File: src/rtl/rr_priority_arbiter.sv
// rr_priority_arbiter: four-requester arbiter for the shared priority encoder.
// Selects one owner (fixed priority or round-robin), holds the grant until
// the owner releases, then inserts one dead TURN cycle before the next grant.
// Optional build macro GRANT_TIMEOUT_EN adds a hold counter that force-releases
// an owner after MAX_HOLD consecutive grant cycles.
module rr_priority_arbiter #(
    parameter bit          RR       = 1'b1,
    parameter int unsigned MAX_HOLD = 8
) (
    input  logic       clk,
    input  logic       reset,
    input  logic [3:0] req,
    output logic [3:0] gnt,
    output logic [1:0] gnt_idx,
    output logic       gnt_valid,
    output logic       busy
);

    typedef enum logic [1:0] {
        StIdle  = 2'd0,
        StGrant = 2'd1,
        StTurn  = 2'd2
    } state_e;

    state_e     state_q, state_d;
    logic [1:0] win_q, win_d;
    logic [1:0] last_q, last_d;
    logic [3:0] gnt_q, gnt_d;

    // Arbitration result for the current req.
    logic [1:0] ord0, ord1, ord2, ord3;
    logic       sel_found;
    logic [1:0] sel_idx;

    // Forced release request from the hold counter (constant 0 without it).
    logic hold_expire;

`ifdef GRANT_TIMEOUT_EN
    logic [7:0] hold_q, hold_d;
    logic [7:0] hold_inc;

    // Hold counter: zero outside GRANT, so it is clear on every GRANT entry.
    always_comb begin
        hold_inc    = hold_q + 8'd1;
        hold_d      = 8'd0;
        hold_expire = 1'b0;
        if (state_q == StGrant) begin
            hold_d = hold_inc;
            // hold_inc counts this grant cycle; release on the edge ending cycle MAX_HOLD.
            if (32'(hold_inc) >= MAX_HOLD) begin
                hold_expire = 1'b1;
            end
        end
    end

    // Hold counter register.
    always_ff @(posedge clk or posedge reset) begin
        if (reset) begin
            hold_q <= 8'd0;
        end else begin
            hold_q <= hold_d;
        end
    end
`else
    assign hold_expire = 1'b0;
`endif

    // Search order: round-robin starts just below the last owner (mod 4),
    // fixed priority is always 3,2,1,0. With last=0 both orders coincide.
    always_comb begin
        if (RR) begin
            ord0 = last_q - 2'd1;
            ord1 = last_q - 2'd2;
            ord2 = last_q - 2'd3;
            ord3 = last_q;
        end else begin
            ord0 = 2'd3;
            ord1 = 2'd2;
            ord2 = 2'd1;
            ord3 = 2'd0;
        end
        sel_found = |req;
        sel_idx   = 2'd0;
        if (req[ord0]) begin
            sel_idx = ord0;
        end else if (req[ord1]) begin
            sel_idx = ord1;
        end else if (req[ord2]) begin
            sel_idx = ord2;
        end else begin
            sel_idx = ord3;
        end
    end

    // Next-state logic: grant from IDLE/TURN, hold in GRANT, one dead TURN cycle.
    always_comb begin
        state_d = state_q;
        win_d   = win_q;
        last_d  = last_q;
        gnt_d   = gnt_q;
        unique case (state_q)
            StIdle, StTurn: begin
                if (sel_found) begin
                    state_d = StGrant;
                    win_d   = sel_idx;
                    gnt_d   = 4'b0001 << sel_idx;
                end else begin
                    state_d = StIdle;
                    gnt_d   = 4'b0000;
                end
            end
            StGrant: begin
                // Other requesters are ignored; only the owner's release (or
                // a timeout) ends the grant.
                if (!req[win_q] || hold_expire) begin
                    state_d = StTurn;
                    gnt_d   = 4'b0000;
                    last_d  = win_q;
                end
            end
            default: begin
                state_d = StIdle;
                gnt_d   = 4'b0000;
            end
        endcase
    end

    // State and grant registers; async reset drops the grant immediately.
    always_ff @(posedge clk or posedge reset) begin
        if (reset) begin
            state_q <= StIdle;
            win_q   <= 2'd0;
            last_q  <= 2'd0;
            gnt_q   <= 4'b0000;
        end else begin
            state_q <= state_d;
            win_q   <= win_d;
            last_q  <= last_d;
            gnt_q   <= gnt_d;
        end
    end

    // Outputs derived only from registers; win_q is stale outside GRANT so mask it.
    always_comb begin
        gnt       = gnt_q;
        gnt_valid = |gnt_q;
        gnt_idx   = gnt_valid ? win_q : 2'b00;
        busy      = (state_q != StIdle);
    end

    // Simulation-only sanity checks: legal MAX_HOLD and at most one grant bit.
    always_comb begin
        assert (MAX_HOLD >= 1 && MAX_HOLD <= 255);
        assert ($onehot0(gnt_q));
    end

endmodule

File: config.mk
export PLATFORM = sky130hd
export DESIGN_NAME = rr_priority_arbiter
export DESIGN_NICKNAME = d
export VERILOG_FILES = /design/src/rtl/rr_priority_arbiter.sv
export SDC_FILE = /design/constraint.sdc
export NUM_CORES = 1
export LEC_CHECK = 0
export ABC_CLOCK_PERIOD_IN_PS = 3900
export CORE_AREA = 5 5 42 44
export DETAILED_ROUTE_END_ITERATION = 10
export DIE_AREA = 0 0 47 49
export MAX_ROUTING_LAYER = met4
export PLACE_DENSITY = 0.66
export SLEW_MARGIN = 20
export SYNTH_ARGS = -nofsm -noshare
export SYNTH_HDL_FRONTEND = slang
export SYNTH_SLANG_ARGS = --single-unit
File: constraint.sdc
create_clock -name clk -period 3.9 [get_ports clk]
set_clock_uncertainty 0.15 [all_clocks]
set_input_delay 0.975 -clock clk [delete_from_list [all_inputs] [get_ports clk]]
set_output_delay 0.975 -clock clk [all_outputs]
set_load 0.03 [all_outputs]
### Word-level counts from Yosys, hierarchy flattened

Cells that the tools add are included.

| operators by class | value |
|---|---|
| shifts and indexed selects | 1 |
| bitwise logic cells | 1 |
| reduce and logical (&&, ||, !) cells | 7 |
| add/sub/neg operators | 3 |
| multiplexer cells | 18 |
| $lt $le $gt $ge | 4 |
| equal/unequal tests | 3 |

Operators with widths:

| cell | count |
|---|---|
| $lt A2 B3 Y1 const B | 4 |
| $mux W2 | 5 |
| $bmux W1 S2 | 4 |
| $mux W4 | 2 |
| $pmux W4 S2 | 1 |
| $reduce_or A4 Y1 | 2 |
| $mux W1 | 5 |
| $pmux W2 S2 | 1 |
| $reduce_and A2 Y1 | 2 |
| $shl A1 B2 Y4 const A | 1 |
| $sub A2 B2 Y2 const B | 2 |
| $eq A2 B1 Y1 const B | 1 |
| $eq A2 B2 Y1 const B | 1 |
| $logic_not A2 Y1 | 1 |
| $ne A2 B2 Y1 const B | 1 |
| $reduce_bool A2 Y1 | 1 |
| $reduce_or A2 Y1 | 1 |
| $sub A2 B1 Y2 const B | 1 |
| $not A1 Y1 | 1 |

| word-level totals | value |
|---|---|
| input bits | 6 |
| output and inout port bits | 8 |
| flip-flop bits (word level) | 10 |

### Logic depth before layout (Yosys ltp)

Gate-level depths: netlist of the first run.

| logic depth | value |
|---|---|
| depth after elaboration | 9 |
| mapped depth | 4 |
| mapped depth without buffers | 4 |

### Least setup slack after synthesis of the first run

No wires, ideal clock.

| path | value |
|---|---|
| kind | input -> register |
| from | input port req[3] |
| to | register last_q[0] |
| library setup time | 125 ps |
| setup slack | 1,622 ps |
| required time | 3,625 ps |
| arrival | 2,003 ps |
| stages | 3 |
| buffers on the path | 0 |
| cells stage by stage | mux4_2 nor3b_4 mux2_4 |

| between the ends | value |
|---|---|
| longest elaborated chain between the ends | 4 |

Ends and longest elaborated chain:

| what | line | source |
|---|---|---|
| start, declared | 12 | `input logic [3:0] req,` |
| $bmux W1 S2 | 115 | `if (!req[win_q] \|\| hold_expire) begin` |
| $mux W1 (not written as such) | 115 |  |
| $not A1 Y1 (no source line) | -- |  |
| $reduce_and A2 Y1 (no source line) | -- |  |
| end signal, assigned | 138 | `last_q <= last_d;` |
| end, declared | 27 | `logic [1:0] last_q, last_d;` |

No other way between the ends. The select of a mux whose other input is x is not followed.
A chain may end at the register's enable or synchronous reset.

### Worst setup path after layout of the first run

| path | value |
|---|---|
| from | register gnt_q[0], in the netlist gnt[0] |
| to | output port gnt_idx[0] |

| between the ends | value |
|---|---|
| longest elaborated chain between the ends | 2 |

Ends and longest elaborated chain:

| what | line | source |
|---|---|---|
| start, declared | 28 | `logic [3:0] gnt_q, gnt_d;` |
| start signal, assigned | 139 | `gnt_q <= gnt_d;` |
| $reduce_or A4 Y1 | 146 | `gnt_valid = \|gnt_q;` |
| $mux W2 | 147 | `gnt_idx = gnt_valid ? win_q : 2'b00;` |
| end, declared | 14 | `output logic [1:0] gnt_idx,` |

No other way between the ends.

==> out/qor.csv, run 1 <==
metric;value;unit
outcome;finished clean;
syn_nets;58;
R2R setup slack;2070;ps
Synth Register Bits;10;
Least-Margin Pin Slew;442;ps
Crit Path Max Fanout;3;
crit-path leading delay family;buffers and inverters;
Final ANT Viol Nets;0;
drc violations;0;
DR WL/cell;13.8;um
Sw Ratio;44.2;%
RSZ-0062 raised after global routing;false;
Crit. End Element;output pin;
I/O Buffers;13;
number of distinct library cells after synthesis;21;
M1 wire length;505;um
fraction of layout cells with a size suffix above 1;11.8;%
initial drt markers;8;
mean post-synth cell area;9.91;um^2
Worst R2R Start;win_q[0];
via count;446;
detailed-route wire length;1160;um
Max Used Layer;met4;
reg2reg end;last_q[0];
Net Sw Power;0.000281;W
post-CTS resize count;0;
hold buffer count at cts;0;
total of max-cap violations;0;
Hold Crit Depth;1;
overall routing resource usage;12.9;%
Area Growth Syn to Fin;33.5;%
R2R cell count;3;
vias in the first global route;474;
number of clock sinks;10;
# IOs;14;
HP Start;state_q[1];
Ys Warns;0;
Tmin final;2920;ps
Mapped Cells;52;
Slew Viols, Final;0;
DR pass1 iterations;4;
met2 wire len;584;um
Tcrit/Tclk final;74.9;%
Worst path slowest cell;clkdlybuf4s50_1;
crit path cell chain;nor4_1, nor2b_1, clkdlybuf4s50_1;
clock slew at reported path FFs;70;ps
DR WL met3;34;um
WHS Endpoint;state_q[1];
clock buffer depth;2;
Initial Util;36.8;%
commonest cells after routing, fill and taps aside;clkdlybuf4s50_1, dfrtp_1, nand2_1;
Final nets;76;
postcts setup bufs;0;
Logic pwr share;57.7;%
Netlist Area Pre-Place;515;um^2
TritonCTS Buffers;3;
CP required;2770;ps
Root Driver;clkbuf_4;
worst rel slew slack;70.2;%
Post-Route Setup TNS;0;ps
Buf+Inv Stages, Crit Path;1;
Seq/Total Area, Yosys;48.5;%
Core Area;0.00140;mm^2
TritonCTS clock tree;built;
fin util;49.1;%
DR vias/cell;5.31;
Hold WS;367;ps
critical path's largest stage delay;610;ps
n_diodes;0;
post-route cell area;688;um^2
total gr overflow;0;
clock network power share;11.0;%
Final Hold Vio Count;0;
Die Y-Extent;49;um
die area;0.00230;mm^2
Peak VDD IR;466;uV
Setup Viol. Count Final;0;
first-pass GRT wire length;2070;um
commonest non-fill, non-tap cell in the layout;clkdlybuf4s50_1;
largest net degree at the start of global routing;11;
Static Leak;0.292;nW
worst skew pair latency;270;ps
initial antenna violation count;0;
Die W;47;um
cell row count;14;
H-tree levels;1;
Peak Freq;342;MHz
Arr. time, crit path;1800;ps
Hold WC Path Type;register to register;
Pint;0.000354;W
GPL Wtd Cong;0.879;
Seq pwr share;31.4;%
PD cells;922;mW/mm^2
Post-DP Area;666;um^2
CP Launch Type;register;
CP Class;register to output pin;
==> sequential cells by signal, indices dropped and copies added, names as in the netlist <==
signal / flops
gnt: 4
last_q: 2
state_q: 2
win_q: 2
==> logic make-up after synthesis <==
| logic type | count (synthesis) | share of synthesized area [%] |
|---|---|---|
| buffers and inverters | 4 | 2.91 |
| AND/OR/NAND/NOR | 23 | 25.0 |
| multiplexers | 3 | 9.46 |
| AO/OA/AOI/OAI | 12 | 14.1 |
| flip-flops | 10 | 48.5 |
==> worst register-to-register path, cell delays in order (launching register included) <==
cell     delay, ps
dfrtp_1        430
mux4_2         560
nor3b_4        260
mux2_4         320
==> layout make-up <==
type / instances / area, um^2
Inverter: 4 / 15.0
Fill cell: 142 / 713
Timing Repair Buffer: 13 / 130
Multi-Input combinational cell: 38 / 250
Sequential cell: 10 / 250
Clock buffer: 3 / 22.5
Tap cell: 16 / 20.0
==> layer usage <==
metal / up-vias / GRT usage [%]
met3: 4 / 3.32
met2: 6 / 18.1
li1: 217 / -
met5: - / -
met4: 0 / 8.29
met1: 219 / 16.0
==> synth_stat cells (all sizes together) <==
cell	count	area, um^2
a21oi	2	10.0
nand2b	2	12.5
o211ai	1	7.51
nand2	8	30.0
nor3	2	10.0
or3	1	6.26
mux2	2	26.3
nor4	2	12.5
nor2	3	11.3
inv	4	15.0
o2bb2ai	1	8.76
nor2b	1	6.26
or2	2	12.5
mux4	1	22.5
and3b	1	8.76
o21ai	7	35.0
a2111o	1	11.3
dfrtp	10	250
nor3b	1	18.8
==> per-stage QoR <==
stage	setup WS, ps	cells	total power [W]
floorplan	1620	52	0.000434
global placement	1100	81	0.000567
detailed placement	1050	81	0.000570
CTS	942	84	0.000642
global route	825	84	0.000684
finish	979	84	0.000635
==> worst max-delay path by stage <==
stage          cells past startpoint  slack (ps)   start         end
5_1_grt                            3         820  gnt[0]  gnt_idx[0]
3_5_place_dp                       4        1050  req[2]   last_q[0]
4_1_cts                            3         940  gnt[0]  gnt_idx[0]
3_3_place_gp                       4        1100  req[2]   last_q[0]
6_report                           3         980  gnt[0]  gnt_idx[0]
2_1_floorplan                      3        1620  req[3]   last_q[0]
==> power groups by stage <==
| stage | clock network [W] | logic [W] | registers (W) |
|---|---|---|---|
| 2_1_floorplan | 0 | 0.000215 | 0.000219 |
| 3_3_place_gp | 0 | 0.000365 | 0.000202 |
| 3_5_place_dp | 0 | 0.000369 | 0.000202 |
| 4_1_cts | 0.0000718 | 0.000371 | 0.000200 |
| 5_1_grt | 0.0000785 | 0.000398 | 0.000208 |
| 6_report | 0.0000696 | 0.000366 | 0.000199 |
No activity file was read; power rests on OpenSTA's default activity.
==> run 2: changes to the inputs <==
ABC_CLOCK_PERIOD_IN_PS = 2400   (was 3900)
PLACE_DENSITY = 0.69   (was 0.66)
clock period = 2.4 ns   (was 3.9 ns; I/O delays follow)
==> run 2 against run 1 <==
Effect of this change:
- sequential share of layout area shrank 3.0 points
- combinational power rose by 67%
- setup slack got worse by 910 ps
- largest power group unchanged
- global-route usage down 0.30 points
==> out/qor.csv, run 2 (same netlist as run 1, synthesis figures left out) <==
metric;value;unit
Die Y-Extent;49;um
clock slew at reported path FFs;60;ps
Peak Freq;429;MHz
worst skew pair latency;270;ps
hpwl dp;929;um
Static Leak;0.338;nW
Worst R2R Start;win_q[0];
total of max-cap violations;0;
I/O Buffers;13;
TritonCTS clock tree;built;
clock buffer depth;2;
n_diodes;0;
Sw Ratio;43.0;%
die area;0.00230;mm^2
# IOs;14;
Hold WC Path Type;register to register;
commonest cells after routing, fill and taps aside;dfrtp_1, clkdlybuf4s50_1, nand2_1;
number of clock sinks;10;
initial antenna violation count;0;
overall routing resource usage;12.6;%
fraction of layout cells with a size suffix above 1;21.3;%
CP Launch Type;register;
largest net degree at the start of global routing;11;
DR pass1 iterations;2;
Final Hold Vio Count;0;
Final nets;82;
PD cells;1450;mW/mm^2
H-tree levels;1;
RSZ-0062 raised after global routing;false;
fin util;53.5;%
Hold Crit Depth;2;
GPL Wtd Cong;0.788;
post-route cell area;749;um^2
Final ANT Viol Nets;0;
CP Class;register to output pin;
Crit Path Max Fanout;5;
Setup Viol. Count Final;0;
detailed-route wire length;1120;um
Core Area;0.00140;mm^2
first-pass GRT wire length;2010;um
Initial Util;36.8;%
Peak VDD IR;740;uV
TritonCTS Buffers;3;
Arr. time, crit path;1580;ps
max reg flops;4;
hold buffer count at cts;0;
Slew Viols, Final;0;
Tcrit/Tclk final;97.2;%
clock network power share;13.6;%
DR WL/cell;12.3;um
reg2reg end;last_q[0];
Area Growth Syn to Fin;45.4;%
CP required;1650;ps
postcts setup bufs;0;
Crit. End Element;output pin;
Die W;47;um
Post-Route Setup TNS;0;ps
Root Driver;clkbuf_4;
R2R cell count;3;
worst rel slew slack;73.7;%
Final Power;0.00109;W
WHS Endpoint;last_q[1];
vias in the first global route;477;
outcome;finished clean;
R2R setup slack;640;ps
drc violations;0;
Logic pwr share;56.4;%
Hold WS;355;ps
Net Sw Power;0.000467;W
via count;465;
initial drt markers;4;
Least-Margin Pin Slew;392;ps
Post-DP Area;711;um^2
Seq pwr share;30.0;%
Tmin final;2330;ps
HP Start;win_q[1];
Pint;0.000620;W
DR vias/cell;5.11;
total gr overflow;0;
cell row count;14;
-- run 2: changes by cell type in the layout (fill, tap and decap cells not counted), sizes merged --
| cell | previous run | this run |
|---|---|---|
| clkbuf | 3 | 4 |
| dlygate4sd2 | 0 | 3 |
| buf | 0 | 6 |
| clkdlybuf4s50 | 13 | 10 |
-- run 2: how the worst max path moves through the flow --
stage,slack [ps],depth (start not counted),start,to
after global routing,2,2,state_q[0],busy
after global placement,90,4,req[3],last_q[0]
after CTS,60,2,state_q[0],busy
after detailed placement,60,4,req[0],last_q[0]
final,70,2,state_q[0],busy
after floorplan,500,3,req[3],last_q[0]
-- run 2: layout make-up --
type	count	area (um^2)
sequential	10	250
multi-input combinational	38	256
inverter	4	15.0
tap	16	20.0
clock buffer	4	36.3
timing repair buffer	19	171
fill	137	652
-- run 2: per-stage QoR --
step | cells | setup slack [ps]
2_1_floorplan | 52 | 497
3_3_place_gp | 87 | 89.6
3_5_place_dp | 87 | 59.0
4_1_cts | 91 | 57.0
5_1_grt | 91 | 1.66
6_report | 91 | 66.8
-- run 2: timing repair --
item,CTS,global route
pin swaps,0,0
hold endpoints to repair,0,0
resized for setup,3,1
endpoints found under the setup margin,3,2
-- run 2: power by group through the flow --
stage	clock, W	combinational (W)	sequential, W
6_report	0.000147	0.000613	0.000327
4_1_cts	0.000151	0.000616	0.000323
5_1_grt	0.000169	0.000669	0.000340
2_1_floorplan	0	0.000349	0.000357
3_5_place_dp	0	0.000644	0.000326
3_3_place_gp	0	0.000634	0.000325
-- run 2: worst max-delay path, stage by stage (launching register included) --
cell,delay (ps)
dfrtp_1,420
or2_2,300
clkdlybuf4s50_1,590
-- run 2: per-layer routing --
layer  share of wire (%)  track usage [%]  vias up
met2                  52             18.3        8
met4                0.89             4.15        0
met5                   0                -        -
met1                  41             14.8      219
li1                    -                -      236
met3                 5.8             6.64        2
==> run 3: changes to the inputs <==
ABC_CLOCK_PERIOD_IN_PS = 2600   (was 2400)
CTS_CLUSTER_DIAMETER = 80   (was default)
PLACE_DENSITY = 0.66   (was 0.69)
clock period = 2.6 ns   (was 2.4 ns; I/O delays follow)
==> run 3 against run 2 <==
Effect of this change:
- sequential power shrank 9.5%
- critical path type unchanged
- sequential share of layout area grew 1.5 points
- critical path depth did not move
- highest routed layer unchanged
- clock-buffer cell count fell by 1
==> out/qor.csv, run 3 (same netlist as run 1, synthesis figures left out) <==
metric;value;unit
Die Y-Extent;49;um
Post-Route Setup TNS;0;ps
drc violations;0;
Die W;47;um
postcts setup bufs;0;
worst rel slew slack;68.7;%
cell row count;14;
Peak VDD IR;780;uV
crit path cell chain;or2_2, clkdlybuf4s50_1;
initial drt markers;5;
post-CTS resize count;0;
Static Leak;0.345;nW
critical path's largest stage delay;590;ps
total gr overflow;0;
Initial Util;36.8;%
max reg flops;4;
PD cells;1340;mW/mm^2
TritonCTS Buffers;3;
Least-Margin Pin Slew;465;ps
hpwl dp;877;um
Setup Viol. Count Final;0;
largest net degree at the start of global routing;11;
overall routing resource usage;11.4;%
clock buffer depth;2;
Crit Path Max Fanout;5;
Arr. time, crit path;1570;ps
TritonCTS clock tree;built;
fraction of layout cells with a size suffix above 1;15.5;%
DR pass1 iterations;4;
total of max-cap violations;0;
detailed-route wire length;1110;um
Worst path slowest cell;clkdlybuf4s50_1;
fin util;51.2;%
commonest cells after routing, fill and taps aside;dfrtp_1, clkdlybuf4s50_1, nand2_1;
post-route cell area;718;um^2
Hold WS;363;ps
outcome;finished clean;
Tmin final;2370;ps
Area Growth Syn to Fin;39.3;%
GPL Wtd Cong;0.814;
H-tree levels;1;
CP required;1800;ps
initial antenna violation count;0;
vias in the first global route;454;
Fill cells;130;
Peak Freq;423;MHz
Core Area;0.00140;mm^2
DR vias/cell;5.55;
Hold WC Path Type;register to register;
Root Driver;clkbuf_4;
Slew Viols, Final;0;
CP Launch Type;register;
DR WL/cell;12.7;um
worst skew pair latency;260;ps
die area;0.00230;mm^2
met3 GRT Util;3.32;%
Tcrit/Tclk final;91.0;%
I/O Buffers;13;
Final nets;79;
Crit. End Element;output pin;
first-pass GRT wire length;1860;um
Final ANT Viol Nets;0;
clock slew at reported path FFs;60;ps
via count;483;
number of clock sinks;10;
hold buffer count at cts;0;
gr busiest metal;met2;
met1 GRT Util;14.5;%
M2 GR Usage;15.4;%
n_diodes;0;
Post-DP Area;688;um^2
RSZ-0062 raised after global routing;false;
# IOs;14;
Final Hold Vio Count;0;
CP Class;register to output pin;
run 3: cell count changes in the layout (fill, tap and decap cells not counted):
cell,before,now
dlygate4sd2_1,3,0
nor4_1,1,2
nor4_2,1,0
clkbuf_8,1,0
buf_4,6,3
dlymetal6s2s_1,0,3
run 3: worst paths after layout:
path | startpoint | end | slack [ps] | cells after the start
worst max register to register | win_q[0] | last_q[0] | 790 | 3
min in group asynchronous | reset | win_q[1] | 510 | 2
max in group asynchronous | reset | gnt[1] | 1520 | 2
worst min-delay path | gnt[1] | gnt[1] | 360 | 2
worst max-delay path | state_q[0] | busy | 230 | 2
worst min register to register | gnt[1] | gnt[1] | 360 | 2
run 3: stage by stage:
step | cells | total power [W] | worst slack (ps)
after CTS | 87 | 0.000982 | 35.4
after floorplan | 52 | 0.000652 | 647
after global placement | 84 | 0.000873 | 142
after global routing | 87 | 0.00104 | 179
final | 87 | 0.000966 | 234
after detailed placement | 84 | 0.000875 | 96.7
run 3: critical path, delay by kind of cell (launching register included):
family	cells	cell delay, ps
simple gates	1	300
flops	1	410
buf+inv	1	590
run 3: cell type report:
class | instances | area (um^2) | share of cell area [%]
Timing Repair Buffer | 16 | 160 | 22.3
Inverter | 4 | 15.0 | 2.09
Clock buffer | 3 | 22.5 | 3.14
Multi-Input combinational cell | 38 | 250 | 34.8
Tap cell | 16 | 20.0 | 2.79
Sequential cell | 10 | 250 | 34.8
run 3: report_power, final:
| part | internal [W] | switching [W] |
|---|---|---|
| combinational | 0.000264 | 0.000302 |
| sequential | 0.000227 | 0.0000698 |
| clock | 0.0000534 | 0.0000504 |
run 3: per-layer routing:
layer,vias up,share of wire [%]
li1,229,-
met4,0,2.5
met3,7,5.5
met1,230,43
met5,-,0
met2,17,49
